File: src/rtl/dither_demod_v1.sv
// Dither demodulator: blanks each dither half, averages 2^avg_sel samples, emits (H-L)/2 and (H+L)/2.
// Latency 4 edges from final L trigger to o_valid; no backpressure, o_valid is a one-cycle strobe.
module dither_demod_v1 #(
  parameter int DATA_W = 32,
  parameter int ACC_W  = 42,
  parameter int WAIT_W = 16
) (
  input  logic              i_clk,
  input  logic              i_rst,
  input  logic              i_trig,
  input  logic [DATA_W-1:0] i_dither,
  input  logic [DATA_W-1:0] i_data,
  input  logic [WAIT_W-1:0] i_wait_cnt,
  input  logic [3:0]        i_avg_sel,
  output logic [DATA_W-1:0] o_err,
  output logic [DATA_W-1:0] o_dc,
  output logic              o_valid,
  output logic [2:0]        o_state
);

  typedef enum logic [2:0] {
    IDLE  = 3'd0,
    BLANK = 3'd1,
    ACQ   = 3'd2,
    DONE  = 3'd3,
    MEAN  = 3'd4,
    HOLD  = 3'd5
  } state_t;

  localparam int CNT_W = (WAIT_W > 11) ? WAIT_W : 11;

  state_t                   state, state_nxt;
  logic                     trig_r, pol_r, pol_prev;
  logic [DATA_W-1:0]        data_r;
  logic                     chg;
  logic signed [ACC_W-1:0]  acc;
  logic signed [ACC_W-1:0]  acc_sh;
  logic [CNT_W-1:0]         cnt;
  logic                     half, got_h, out_pend;
  logic [3:0]               shift, shift_sel;
  logic [DATA_W-1:0]        reg_h, reg_l, mean;
  logic [DATA_W:0]          err_sum, dc_sum;
  logic                     unused_bits;

  assign chg       = (pol_r != pol_prev);
  assign shift_sel = (i_avg_sel > 4'd10) ? 4'd7 : i_avg_sel;
  assign acc_sh    = acc >>> shift;
  assign mean      = acc_sh[DATA_W-1:0];
  // One extra bit so the difference/sum can never wrap before halving.
  assign err_sum   = {reg_h[DATA_W-1], reg_h} - {reg_l[DATA_W-1], reg_l};
  assign dc_sum    = {reg_h[DATA_W-1], reg_h} + {reg_l[DATA_W-1], reg_l};
  assign o_state   = state;
  assign unused_bits = ^{i_dither[DATA_W-2:0], acc_sh[ACC_W-1:DATA_W], err_sum[0], dc_sum[0]};

  always_ff @(posedge i_clk or posedge i_rst) begin
    if (i_rst) state <= IDLE;
    else       state <= state_nxt;
  end

  always_comb begin
    state_nxt = state;
    if (chg) begin
      state_nxt = BLANK;
    end else begin
      case (state)
        BLANK:   if (cnt == '0) state_nxt = ACQ;
        ACQ:     if (trig_r && cnt == CNT_W'(1)) state_nxt = DONE;
        DONE:    state_nxt = MEAN;
        MEAN:    state_nxt = HOLD;
        default: state_nxt = state;
      endcase
    end
  end

  always_ff @(posedge i_clk or posedge i_rst) begin
    if (i_rst) begin
      trig_r   <= 1'b0;
      data_r   <= '0;
      pol_r    <= 1'b1;
      pol_prev <= 1'b1;
      acc      <= '0;
      cnt      <= '0;
      half     <= 1'b1;
      shift    <= '0;
      got_h    <= 1'b0;
      reg_h    <= '0;
      reg_l    <= '0;
      out_pend <= 1'b0;
      o_err    <= '0;
      o_dc     <= '0;
      o_valid  <= 1'b0;
    end else begin
      trig_r   <= i_trig;
      data_r   <= i_data;
      pol_r    <= i_dither[DATA_W-1];
      pol_prev <= pol_r;
      out_pend <= 1'b0;
      o_valid  <= 1'b0;

      // The MEAN store completes even if a polarity change lands on the same cycle.
      if (state == MEAN) begin
        if (!half) begin
          reg_h <= mean;
          got_h <= 1'b1;
        end else if (got_h) begin
          reg_l    <= mean;
          out_pend <= 1'b1;
          got_h    <= 1'b0;
        end
      end

      if (chg) begin
        half  <= pol_r;
        shift <= shift_sel;
        cnt   <= CNT_W'(i_wait_cnt);
        if (!pol_r) got_h <= 1'b0;
      end else begin
        case (state)
          BLANK: begin
            if (cnt == '0) begin
              cnt <= CNT_W'(1) << shift;
              acc <= '0;
            end else if (trig_r) begin
              cnt <= cnt - CNT_W'(1);
            end
          end
          ACQ: begin
            if (trig_r) begin
              acc <= acc + {{(ACC_W-DATA_W){data_r[DATA_W-1]}}, data_r};
              cnt <= cnt - CNT_W'(1);
            end
          end
          default: ;
        endcase
      end

      if (out_pend) begin
        o_err   <= err_sum[DATA_W:1];
        o_dc    <= dc_sum[DATA_W:1];
        o_valid <= 1'b1;
      end
    end
  end

endmodule

File: config.mk
export PLATFORM = sky130hd
export DESIGN_NAME = dither_demod_v1
export DESIGN_NICKNAME = d
export VERILOG_FILES = /design/src/rtl/dither_demod_v1.sv
export SDC_FILE = /design/constraint.sdc
export NUM_CORES = 1
export LEC_CHECK = 0
export CAP_MARGIN = 40
export CORE_ASPECT_RATIO = 1.25
export CORE_MARGIN = 1.5
export CORE_UTILIZATION = 30
export CTS_CLUSTER_DIAMETER = 50
export DETAILED_ROUTE_END_ITERATION = 12
export DONT_BUFFER_PORTS = 1
export HOLD_SLACK_MARGIN = 0.08
export MAX_ROUTING_LAYER = met4
export PLACE_DENSITY = 0.55
export SETUP_SLACK_MARGIN = 0.3
export SYNTH_ARGS = -nofsm -noshare
export SYNTH_HDL_FRONTEND = slang
export SYNTH_SLANG_ARGS = --single-unit
export TNS_END_PERCENT = 30
File: constraint.sdc
create_clock -name i_clk -period 11.03 [get_ports i_clk]
set_input_delay 2.206 -clock i_clk [delete_from_list [all_inputs] [get_ports i_clk]]
set_output_delay 2.206 -clock i_clk [all_outputs]
set_load 0.01 [all_outputs]
==> impl_metrics.env <==
export IMPL_seqCellArea_um2=5820
export IMPL_routed_via_count=13300
export IMPL_hold_buffers=0
export IMPL_crit_start="reg_h[2]"
export IMPL_finalNetCount=1979
export IMPL_final_cell_mix="nand2_1, dfrtp_1, o21ai_0"
export IMPL_track_usage_pct=16.8
export IMPL_htreeDepth=2
export IMPL_cts_tree="yes"
export IMPL_antenna_found_initial=10
export IMPL_cts_sinks=232
export IMPL_core_area_um2=52700
export IMPL_numCtsBuffers=34
export IMPL_grt_pass1_vias=13000
export IMPL_cts_buffer_depth=3
export IMPL_postSynthCellCount=1837
export IMPL_wl_per_cell_um=17.9
export IMPL_final_common_cell="nand2_1"
export IMPL_globalRoute_totalOverflow=0
export IMPL_status="finished clean"
export IMPL_post_cts_buffers=0
export IMPL_cts_root_buf="clkbuf_16"
export IMPL_yosysSeqAreaShare_pct=36.2
export IMPL_grt_first_pass_wirelength_um=72100
export IMPL_synth_nets=2033
export IMPL_r2r_slack_ns=7.53
export IMPL_clk_latency_ns=0.56
export IMPL_design_area_um2=17900
export IMPL_ys_types=81
export IMPL_first_pass_iters=5
export IMPL_fp_row_count=94
export IMPL_setup_viol=0
export IMPL_dieWidth_um=210
export IMPL_async_flop_share_pct=100
export IMPL_tns_ns=0
export IMPL_required_ns=11.48
export IMPL_worstSetupEndpoint="o_err[29]"
export IMPL_finalWeightedCongestion=0.926
export IMPL_fin_skew_ns=0.0255
export IMPL_setup_worst_path_class="flop to flop"
export IMPL_area_delta_synth_final_pct=11.5
export IMPL_syn_area_um2=16000
export IMPL_maxSlewViolCount=0
export IMPL_synth_edf_count=0
export IMPL_min_period_over_period_pct=31.8
export IMPL_route_detailed_drc=0
export IMPL_grt_setup_unrepaired="false"
export IMPL_viasPerCell=5.33
export IMPL_arrival_ns=3.95
export IMPL_dpl_cell_area_um2=16600
export IMPL_multi_input_area_um2=9470
export IMPL_post_synth_cell_area_avg_um2=8.73
export IMPL_relSlewSlack_pct=39.1
export IMPL_ant_nets=0
export IMPL_hold_violations=0
export IMPL_ir_worst_vdd_uv=83.6
export IMPL_timing_rr_end="o_err[29]"
export IMPL_tightest_slew_ns=0.906
export IMPL_synth_warnings=0
export IMPL_layout_drive_gt1_share_pct=9.12
export IMPL_ctsResizeCount=0
export IMPL_synth_seq_cells=232
export IMPL_min_path_type="flop to flop"
export IMPL_r2r_start="reg_h[2]"
export IMPL_clk_pin_slew_ns=0.06
export IMPL_crit_path_end_kind="flop"
export IMPL_wl_um=44600
export IMPL_io_pins=155
export IMPL_cap_violations=0
export IMPL_fill_cells=5396
export IMPL_grt_max_degree=118
export IMPL_start_util_pct=30.4
export IMPL_crit_fanout=7
export IMPL_drtIter0Drc=978
export IMPL_critPathLaunchType="flop"
export IMPL_layout_min_cycle_time_ns=3.50
export IMPL_r2r_worst_path_cells=10
export IMPL_p_per_area_nw_per_um2=128
export IMPL_synthFlopType="dfrtp_1"
export IMPL_port_buffer_count=0
export IMPL_power_leakage_uw=0.00808
export IMPL_die_h_um=262
export IMPL_fp_dieArea_um2=54900
export IMPL_hpwl_um=33200
export IMPL_fmax_mhz=285
synthesized netlist by cell type (all sizes together), types with 29 or more instances:
master | n | area, µm²
xnor2 | 52 | 455
dfrtp | 229 | 5730
o21ai | 160 | 805
a21oi | 151 | 763
clkbuf | 84 | 315
o31ai | 29 | 218
mux2i | 33 | 330
a21o | 31 | 233
nand2 | 246 | 923
mux2 | 34 | 383
nor2 | 129 | 487
nor3 | 31 | 160
nand3 | 32 | 160
ha | 106 | 1330
inv | 97 | 364
through the flow:
stage          total power [µW]  util, %  setup slack [ns]  hold slack [ns]  std cells
6_report                   2290     33.9              7.53            0.424       2490
5_1_grt                    2390     33.9              7.30            0.434       2490
4_1_cts                    2330     33.9              7.56            0.423       2481
3_5_place_dp               1120     31.5              7.29            0.416       2419
3_3_place_gp               1110     31.5              7.35            0.413       2418
2_1_floorplan              1060        -              2.47            0.380       1837
power by group:
| group | total (µW) | switching, µW | leakage [µW] | internal, µW |
|---|---|---|---|---|
| clock network | 1190 | 448 | 0.000587 | 744 |
| registers | 890 | 18.3 | 0.00311 | 872 |
| logic | 211 | 144 | 0.00438 | 67.6 |
flip-flops by register name, indices dropped and copies added, names as in the netlist:
name / count
half: 1
o_state: 3
got_h: 1
shift: 4
acc: 42
trig_r: 1
cnt: 16
reg_l: 32
out_pend: 1
pol_r: 1
o_valid: 1
reg_h: 32
pol_prev: 1
data_r: 32
o_dc: 32
o_err: 32
worst min path at each step:
stage	slack [ns]	from	cells after the start	to
final	0.42	pol_r	0	pol_prev
after CTS	0.42	pol_r	0	pol_prev
after global placement	0.41	pol_r	0	pol_prev
after detailed placement	0.42	pol_r	0	pol_prev
after floorplan	0.38	pol_r	0	pol_prev
after global routing	0.43	pol_r	0	pol_prev
logic make-up after synthesis:
logic type / count (synthesis) / synth area share (%)
adder cells (fa/ha/maj): 109 / 8.64
AND/OR/NAND/NOR: 558 / 15.8
flip-flops: 232 / 36.2
AO/OA/AOI/OAI: 570 / 22.9
buffers and inverters: 204 / 4.93
multiplexers: 87 / 7.25
XOR/XNOR: 77 / 4.20
area by class of cell:
class,instances,share of cell area (%)
clock buffers,38,5.07
multi-input cells,1401,53.0
clock inverters,24,1.85
repair buffers,14,0.630
inverters,100,2.14
well taps,672,4.70
flip-flops and latches,232,32.5
diodes,9,0.126
worst max-delay path, stage by stage (launching register included):
cell and delay [ns]:
dfrtp_1 0.40, ha_1 0.41, nor2b_1 0.18, o21a_1 0.19, o21ai_1 0.19, a21boi_1 0.18, a221oi_2 0.53, o211ai_1 0.32
and3_1 0.29, or4_1 0.48, a31o_1 0.23
metal layers:
metal  track usage, %  up-vias  part of all wire, %
li1                 -     6536                    -
met1             19.4     6372                   42
met2             29.6      291                   51
met3             2.88       76                  3.8
met4             5.42        0                  2.9
met5                -        -                    0
No activity file was read; power rests on OpenSTA's default activity.
